File: src/rtl/codemem_load_ctrl.sv
// codemem_load_ctrl
//
// Shares one instruction-load stream among N_CORES packet-filter cores.
// A session runs in four steps:
//   1. Halt the selected core.
//   2. Wait for that core to report idle.
//   3. Stream 64-bit instructions into its code memory at incrementing addresses.
//   4. Release the core.
//
// Optional feature macro: CODEMEM_LOAD_BROADCAST_EN.
//   When it is defined, the module gains a load_bcast input, sampled with
//   load_start. A broadcast session halts every core, waits for all of them
//   to be idle, and writes to every code memory at once.
//
// Ports
//   clk, rst           single clock; synchronous active-high reset
//   load_start         pulse; starts a session to load_sel (only seen in IDLE)
//   load_sel           target core index
//   load_bcast         (macro only) broadcast session select
//   load_end           pulse; ends the session (only seen in LOAD)
//   inst_valid         instruction word available
//   inst_data          instruction word
//   inst_ready         controller accepts words this cycle
//   core_idle          per-core stopped status
//   core_halt_req      per-core halt request
//   code_mem_wr_addr   shared code-memory write address
//   code_mem_wr_data   shared code-memory write data
//   code_mem_wr_en     per-core write enable
//   busy               session in progress
//   load_done          one-cycle pulse on error-free session end
//   inst_count         words written in the current/last session
//   err_overflow       sticky; a word arrived after the memory was full
//   err_timeout        sticky; target never went idle, or bad load_sel
module codemem_load_ctrl #(
    parameter int N_CORES         = 4,
    parameter int CODE_ADDR_WIDTH = 10,
    parameter int CODE_DATA_WIDTH = 64,
    parameter int HALT_TIMEOUT    = 1024
) (
    input  logic                         clk,
    input  logic                         rst,
    input  logic                         load_start,
    input  logic [$clog2(N_CORES)-1:0]   load_sel,
`ifdef CODEMEM_LOAD_BROADCAST_EN
    input  logic                         load_bcast,
`endif
    input  logic                         load_end,
    input  logic                         inst_valid,
    input  logic [CODE_DATA_WIDTH-1:0]   inst_data,
    output logic                         inst_ready,
    input  logic [N_CORES-1:0]           core_idle,
    output logic [N_CORES-1:0]           core_halt_req,
    output logic [CODE_ADDR_WIDTH-1:0]   code_mem_wr_addr,
    output logic [CODE_DATA_WIDTH-1:0]   code_mem_wr_data,
    output logic [N_CORES-1:0]           code_mem_wr_en,
    output logic                         busy,
    output logic                         load_done,
    output logic [CODE_ADDR_WIDTH:0]     inst_count,
    output logic                         err_overflow,
    output logic                         err_timeout
);

    localparam int SEL_W = $clog2(N_CORES);
    localparam int TMR_W = $clog2(HALT_TIMEOUT + 1);

    // The memory is full once the count equals the memory depth.
    localparam logic [CODE_ADDR_WIDTH:0] COUNT_FULL = (CODE_ADDR_WIDTH+1)'(1) << CODE_ADDR_WIDTH;
    localparam logic [TMR_W-1:0]         TMR_LAST   = TMR_W'(HALT_TIMEOUT - 1);

    typedef enum logic [1:0] {
        ST_IDLE    = 2'd0,
        ST_HALT    = 2'd1,
        ST_LOAD    = 2'd2,
        ST_RELEASE = 2'd3
    } state_t;

    logic bcast_in;
`ifdef CODEMEM_LOAD_BROADCAST_EN
    assign bcast_in = load_bcast;
`else
    assign bcast_in = 1'b0;
`endif

    state_t                       state_q,    state_d;
    logic [SEL_W-1:0]             target_q,   target_d;
    logic                         bcast_q,    bcast_d;
    logic [TMR_W-1:0]             timer_q,    timer_d;
    logic [CODE_ADDR_WIDTH:0]     count_q,    count_d;
    logic                         err_ovf_q,  err_ovf_d;
    logic                         err_to_q,   err_to_d;
    logic [N_CORES-1:0]           halt_q,     halt_d;
    logic                         ready_q,    ready_d;
    logic [N_CORES-1:0]           wr_en_q,    wr_en_d;
    logic [CODE_ADDR_WIDTH-1:0]   wr_addr_q,  wr_addr_d;
    logic [CODE_DATA_WIDTH-1:0]   wr_data_q,  wr_data_d;
    logic                         busy_q,     busy_d;
    logic                         done_q,     done_d;

    // Core-select mask for a session: one-hot, or every core when broadcasting.
    function automatic logic [N_CORES-1:0] core_mask(input logic [SEL_W-1:0] sel,
                                                     input logic bcast);
        if (bcast)
            return '1;
        return N_CORES'(1) << sel;
    endfunction

    logic target_idle;
    assign target_idle = bcast_q ? (&core_idle) : core_idle[target_q];

    always_comb begin
        state_d   = state_q;
        target_d  = target_q;
        bcast_d   = bcast_q;
        timer_d   = timer_q;
        count_d   = count_q;
        err_ovf_d = err_ovf_q;
        err_to_d  = err_to_q;
        halt_d    = halt_q;
        ready_d   = 1'b0;
        wr_en_d   = '0;
        wr_addr_d = wr_addr_q;
        wr_data_d = wr_data_q;
        busy_d    = busy_q;
        done_d    = 1'b0;

        case (state_q)
            ST_IDLE: begin
                if (load_start) begin
                    if (int'(load_sel) >= N_CORES) begin
                        // No such core: refuse the session and flag it.
                        err_to_d = 1'b1;
                    end else begin
                        target_d  = load_sel;
                        bcast_d   = bcast_in;
                        timer_d   = '0;
                        count_d   = '0;
                        err_ovf_d = 1'b0;
                        err_to_d  = 1'b0;
                        halt_d    = core_mask(load_sel, bcast_in);
                        busy_d    = 1'b1;
                        state_d   = ST_HALT;
                    end
                end
            end

            ST_HALT: begin
                if (target_idle) begin
                    ready_d = 1'b1;
                    state_d = ST_LOAD;
                end else if (timer_q == TMR_LAST) begin
                    err_to_d = 1'b1;
                    halt_d   = '0;
                    busy_d   = 1'b0;
                    state_d  = ST_IDLE;
                end else begin
                    timer_d = timer_q + 1'b1;
                end
            end

            ST_LOAD: begin
                ready_d = 1'b1;
                if (inst_valid && ready_q) begin
                    // Once the memory is full, accepted words are dropped.
                    // The address is the word count, so it never wraps.
                    if (count_q == COUNT_FULL) begin
                        err_ovf_d = 1'b1;
                    end else begin
                        wr_en_d   = core_mask(target_q, bcast_q);
                        wr_addr_d = count_q[CODE_ADDR_WIDTH-1:0];
                        wr_data_d = inst_data;
                        count_d   = count_q + 1'b1;
                    end
                end
                if (load_end) begin
                    // A word accepted in this cycle still lands (trailing write).
                    ready_d = 1'b0;
                    halt_d  = '0;
                    done_d  = !err_ovf_d && !err_to_q;
                    state_d = ST_RELEASE;
                end
            end

            ST_RELEASE: begin
                busy_d  = 1'b0;
                state_d = ST_IDLE;
            end

            default: state_d = ST_IDLE;
        endcase
    end

    always_ff @(posedge clk) begin
        if (rst) begin
            state_q   <= ST_IDLE;
            target_q  <= '0;
            bcast_q   <= 1'b0;
            timer_q   <= '0;
            count_q   <= '0;
            err_ovf_q <= 1'b0;
            err_to_q  <= 1'b0;
            halt_q    <= '0;
            ready_q   <= 1'b0;
            wr_en_q   <= '0;
            wr_addr_q <= '0;
            wr_data_q <= '0;
            busy_q    <= 1'b0;
            done_q    <= 1'b0;
        end else begin
            state_q   <= state_d;
            target_q  <= target_d;
            bcast_q   <= bcast_d;
            timer_q   <= timer_d;
            count_q   <= count_d;
            err_ovf_q <= err_ovf_d;
            err_to_q  <= err_to_d;
            halt_q    <= halt_d;
            ready_q   <= ready_d;
            wr_en_q   <= wr_en_d;
            wr_addr_q <= wr_addr_d;
            wr_data_q <= wr_data_d;
            busy_q    <= busy_d;
            done_q    <= done_d;
        end
    end

    assign inst_ready       = ready_q;
    assign core_halt_req    = halt_q;
    assign code_mem_wr_addr = wr_addr_q;
    assign code_mem_wr_data = wr_data_q;
    assign code_mem_wr_en   = wr_en_q;
    assign busy             = busy_q;
    assign load_done        = done_q;
    assign inst_count       = count_q;
    assign err_overflow     = err_ovf_q;
    assign err_timeout      = err_to_q;

endmodule

File: config.mk
export PLATFORM = sky130hd
export DESIGN_NAME = codemem_load_ctrl
export DESIGN_NICKNAME = d
export VERILOG_FILES = /design/src/rtl/codemem_load_ctrl.sv
export SDC_FILE = /design/constraint.sdc
export NUM_CORES = 1
export LEC_CHECK = 0
export ABC_CLOCK_PERIOD_IN_PS = 4500
export BUFFER_PORTS_ARGS = -buffer_cell sky130_fd_sc_hd__buf_4
export CORE_AREA = 2 2 106 108
export CTS_CLUSTER_SIZE = 16
export DETAILED_ROUTE_END_ITERATION = 12
export DIE_AREA = 0 0 108 110
export PLACE_DENSITY = 0.81
export RECOVER_POWER = 100
export SLEW_MARGIN = 30
export SYNTH_ARGS = -nofsm -noshare
export SYNTH_HDL_FRONTEND = slang
export SYNTH_SLANG_ARGS = --single-unit
File: constraint.sdc
create_clock -name clk -period 4.5 [get_ports clk]
set_input_delay 0.225 -clock clk [delete_from_list [all_inputs] [get_ports clk]]
set_output_delay 0.225 -clock clk [all_outputs]
set_load 0.02 [all_outputs]
# After elaboration in Yosys (flattened, before gate mapping)
# Cells that the tools add are included.
[totals]
elab_cells = 95
memories = 0
latch_bits = 0
ramBits = 0
ff_bits = 113
rom_bits = 0
in_bits = 75
[op_classes]
n_shift = 2
add_sub_neg = 2
n_eq_ne = 13
bitwise_logic = 4
mul = 0
order_cmp = 1
n_reduce_logical = 20
div = 0
mux = 40
[ops]
columns = ["cell", "count"]
rows = [
  ["two-way mux 11 bit", 5],
  ["one-hot mux 11 bit (2 select lines)", 2],
  ["two-way mux 4 bit", 6],
  ["adder 11 x 1 -> 11 bit, second input constant", 2],
  ["two-way mux 1 bit", 16],
  ["AND reduction 4 bit", 4],
  ["!= test 2 bit, second input constant", 7],
  ["one-hot mux 4 bit (3 select lines)", 1],
  ["equality test 11 x 10 -> 1 bit, second input constant", 1],
  ["equality test 11 bit, second input constant", 1],
  ["two-way mux 2 bit", 4],
  ["one-hot mux 2 bit (4 select lines)", 1],
  ["left shift 1 x 2 -> 4 bit, first input constant", 2],
  ["one-hot mux 1 bit (2 select lines)", 3],
  ["AND reduction 3 bit", 2],
  ["nonzero test 3 bit", 2],
  ["AND reduction 5 bit", 1],
  ["equality test 2 bit, second input constant", 2],
  ["inverter 1 bit", 4],
  ["AND reduction 2 bit", 2],
  ["nonzero test 2 bit", 2],
  ["OR reduction 4 bit", 1],
  ["< comparator 2 x 3 -> 1 bit, second input constant", 1],
  ["!= test 3 bit, second input constant", 1],
  ["7 further kinds", 9],
]

# Logic depth before layout (Yosys ltp)
[logic_depth]
depth_word = 6
ltp_mapped = 9
ltp_nobuf = 6

# Worst setup path before layout
# OpenSTA, ideal clock, no wires.
[synth_path]
path_kind = "register to register"
start = "register state_q[0]"
end = "register count_q[3], in the netlist inst_count[3]"
stages_incl_launch_ff = 9
required_time_ps = 4424
period_less_slack_ps = 2170
arrival_ps = 2095
n_path_buf = 2
slack_ps = 2330
setup_ps = 76
path_cell_list = "dfxtp_1 > inv_1 > ha_1 > clkbuf_1 > nor2b_1 > a211o_1 > clkbuf_1 > or4_1 > a21boi_0"
[synth_between]
elab_chain_cells = 3
word_cells_on_any_way = 8
[synth_rtl]
columns = ["element", "line_no", "source"]
rows = [
  ["start: declaration", "84", "state_t state_q, state_d;"],
  ["start signal: assignment", "209", "state_q <= state_d;"],
  ["equality test 2 bit or logical NOT 2 bit (tied branches)", "126", "case (state_q)"],
  ["!= test 2 bit (no source line) or nonzero test 2 bit (tied branches)", "n/a", ""],
  ["AND reduction 4 bit (no source line)", "n/a", ""],
  ["end signal: assignment", "213", "count_q <= count_d;"],
  ["end: declaration", "88", "logic [CODE_ADDR_WIDTH:0] count_q, count_d;"],
]
# Several ways; a longest one is shown, not always the timed one.
# A chain may end at the register's enable or synchronous reset.

# Worst setup path in the final report
[layout_path]
start = "register state_q[0]"
end = "register wr_data_q[12], in the netlist code_mem_wr_data[12]"
[layout_between]
elab_chain_cells = 2
[layout_rtl]
columns = ["element", "line_no", "source"]
rows = [
  ["equality test 2 bit", "126", ""],
  ["AND reduction 3 bit (no source line)", "n/a", ""],
  ["end signal: assignment", "220", "wr_data_q <= wr_data_d;"],
  ["end: declaration", "95", "logic [CODE_DATA_WIDTH-1:0] wr_data_q, wr_data_d;"],
]
# No other way between the ends.

==> results.json <==
{
  "fin_crit_ps": 3005,
  "drc_errors": 0,
  "gp_congestion": 0.8758,
  "cp_slowest_stage_delay_ps": 930,
  "dieHeight_um": 110,
  "synth_ff_type": "dfxtp_1",
  "synthesis.area_per_instance_um2": 9.710,
  "cts.path.max_buffers": 2,
  "grt_overflow": 0,
  "clock_skew_ps": 9.414,
  "vdd_drop_max_uv": 261.2,
  "detail-route-antenna-nets": 0,
  "hold_depth": 4,
  "die_area_mm2": 0.01188,
  "io_pins": 173,
  "grt_antenna_before_repair": 1,
  "tightest_slew_ps": 1242,
  "power.share.sequential_pct": 37.1,
  "grt_pass1_vias": 4860,
  "via_per_inst": 5.358,
  "setup_viol": 0,
  "numCtsBuffers": 17,
  "seq_area_frac_synth_pct": 48.14,
  "die_x_um": 108,
  "p_per_area_mw_per_mm2": 394.0,
  "netlist_area_mm2": 0.004700,
  "grt_max_degree": 109,
  "r2r_start": "state_q[0]",
  "drt_pass1_iterations": 4,
  "cts_resized": 0,
  "grt_util_all_layers_pct": 26.58,
  "hpwlAfterDp_mm": 8.991,
  "switching_share_pct": 22.77,
  "worstRegToRegCells": 7,
  "synth_edf_count": 0,
  "ys_warn_count": 0,
  "synth_cell_types": 48,
  "crit_path_end_kind": "flip-flop",
  "nets": 794,
  "layout_common_cells": "113 x dfxtp_1, 99 x clkbuf_1, 84 x mux2i_1",
  "dr.first_iter.drc_count": 279,
  "p_leak_nw": 2.630,
  "drive_above_1_share_pct": 15.75,
  "tns_ps": 0,
  "synth_fp_nets": 567,
  "critPathLaunchType": "flip-flop",
  "fmax_ghz": 0.3328,
  "vias": 4635,
  "finalCritPeriodShare_pct": 66.78,
  "ff2ff_setup_slack_ps": 1500,
  "drv_slew": 0,
  "root_buffer": "clkbuf_8",
  "clk_latency_ps": 520,
  "crit_arrival_ps": 3370,
  "synth_cells": 484,
  "hold_viol_final": 0,
  "totalWireLength_mm": 15.54,
  "cap_violations": 0,
  "pwr-share-comb_pct": 10.0,
  "holdBufCountCts": 67,
  "utilization_pct": 65.43,
  "n_fill_cell": 865,
  "timing.rr.end": "code_mem_wr_data[12]",
  "power.switching_w": 0.0006281,
  "core_area_mm2": 0.01070,
  "p_int_w": 0.002130,
  "worstPathRequired_ps": 4870,
  "clockPowerShare_pct": 52.8,
  "hold_start": "load_end",
  "place.port_buffers": 172,
  "synth-seq-cells": 113,
  "cts_setup_buffers": 0,
  "grt_pass1_wl_mm": 24.38,
  "final_common_cell": "dfxtp_1",
  "start_util_pct": 43.93,
  "path_cells": "inv_1, ha_1, nand3_1, a31oi_1, buf_12, mux2i_1, nor2_1",
  "hold_class": "input port to flip-flop",
  "h-tree-depth": 4,
  "async_flop_share_pct": 0,
  "path_clk_slew_ps": 60,
  "slowest_stage": "a31oi_1",
  "critPathKind": "flip-flop to flip-flop",
  "area_growth_syn_to_layout_pct": 48.93,
  "avgRoutedWirePerCell_um": 17.96,
  "hold_end": "load_done",
  "slew_headroom_pct": 16.83,
  "rsz0062_at_grt": "no",
  "cts.sinks": 113,
  "cp_max_fo": 56,
  "cts_tree": "built",
  "status": "complete, no violations",
  "rows": 38
}
-- cells in the mapped netlist, types with 2 or more instances --
master	count	area share (%)
ha_1	8	2.1
nand3b_1	2	0.32
a21boi_0	3	0.48
nand2b_1	8	1.1
nor2_1	82	6.5
or4_1	8	1.3
buf_2	8	0.85
and3_1	3	0.40
and3b_1	3	0.56
clkbuf_1	23	1.8
nor4_1	3	0.40
dfxtp_1	113	48
a311oi_1	2	0.37
a21oi_1	16	1.7
or2_2	3	0.40
o41ai_1	2	0.37
nor2b_1	2	0.27
a31oi_1	4	0.53
nand3_1	14	1.5
nand2_1	21	1.7
o21ai_0	3	0.32
inv_1	9	0.72
buf_6	2	0.48
a31o_2	2	0.37
mux2i_1	84	18
nand4_1	11	1.5
or3_1	7	0.93
a311o_1	2	0.43
nor4b_1	3	0.56
and4_1	5	0.93
nor3_1	4	0.43
o31ai_1	8	1.3
-- power by group through the flow --
| stage | clock network [W] | registers, W | logic (W) |
|---|---|---|---|
| final | 0.00146 | 0.00102 | 0.000277 |
| after global routing | 0.00152 | 0.00102 | 0.000297 |
| after CTS | 0.00146 | 0.00102 | 0.000278 |
| after detailed placement | 0 | 0.00105 | 0.000229 |
| after global placement | 0 | 0.00104 | 0.000221 |
| after floorplan | 0 | 0.00105 | 0.000141 |
-- state kept, by name, indices dropped and copies added (netlist names), named ones only --
name              cells
timer_q              11
target_q              2
err_timeout           1
state_q               1
inst_count           11
load_done             1
core_halt_req         4
err_overflow          1
code_mem_wr_addr     10
inst_ready            1
busy                  1
code_mem_wr_en        4
code_mem_wr_data     64
-- how the worst max path moves through the flow --
stage / startpoint / end / cells after the start
floorplan: state_q[0] / inst_count[3] / 8
global placement: state_q[0] / code_mem_wr_data[17] / 7
detailed placement: state_q[0] / code_mem_wr_data[15] / 7
CTS: state_q[0] / code_mem_wr_data[15] / 7
global route: state_q[0] / code_mem_wr_data[15] / 7
finish: state_q[0] / code_mem_wr_data[12] / 7
-- critical path: cells and delay by family, from the launching register on --
| kind | cells | cell delay, ps |
|---|---|---|
| fa+ha+maj | 1 | 410 |
| compound gates | 1 | 930 |
| simple gates | 2 | 270 |
| mux | 1 | 280 |
| flops | 1 | 360 |
| buf+inv | 2 | 570 |
-- layout make-up --
class                   instances  area, um^2  area share, %
flip-flops and latches        113        2262          32.32
multi-input cells             329        2245          32.07
repair buffers                241        1633          23.33
clock buffers                  24       500.5          7.151
well taps                     140       175.2          2.503
clock inverters                 8       147.6          2.109
inverters                       9       33.78         0.4827
diodes                          1       2.502        0.03575
-- routing by layer --
layer / track usage, % / vias up / share of wire [%] / wire [um]
li1: - / 2179 / - / -
met1: 29.60 / 2196 / 38 / 5963
met2: 46.09 / 211 / 51 / 7931
met3: 7.995 / 49 / 6.8 / 1051
met4: 13.64 / 0 / 3.8 / 588
met5: 0 / - / 0 / 0
-- kinds of logic (layout without fill, tap and decap cells) --
kind of cell	Yosys count	after routing	synth area share [%]
mux	85	85	18.37
simple gates	184	184	19.84
buf+inv	42	282	3.887
flops	113	113	48.14
fa+ha+maj	8	8	2.130
compound gates	52	52	7.642
other cells	0	1	0
-- through the flow --
step	cells	setup slack (ps)	cell area [um^2]	hold WS (ps)	power [W]
finish	865	1495	6999	48.88	0.002758
global placement	764	1740	6052	439.9	0.001265
CTS	863	1581	7371	32.60	0.002766
floorplan	484	2330	4700	330.1	0.001191
detailed placement	764	1620	6052	454.1	0.001274
global route	865	1273	6999	44.35	0.002838
Note: power is estimated with default switching activity, not from simulation.
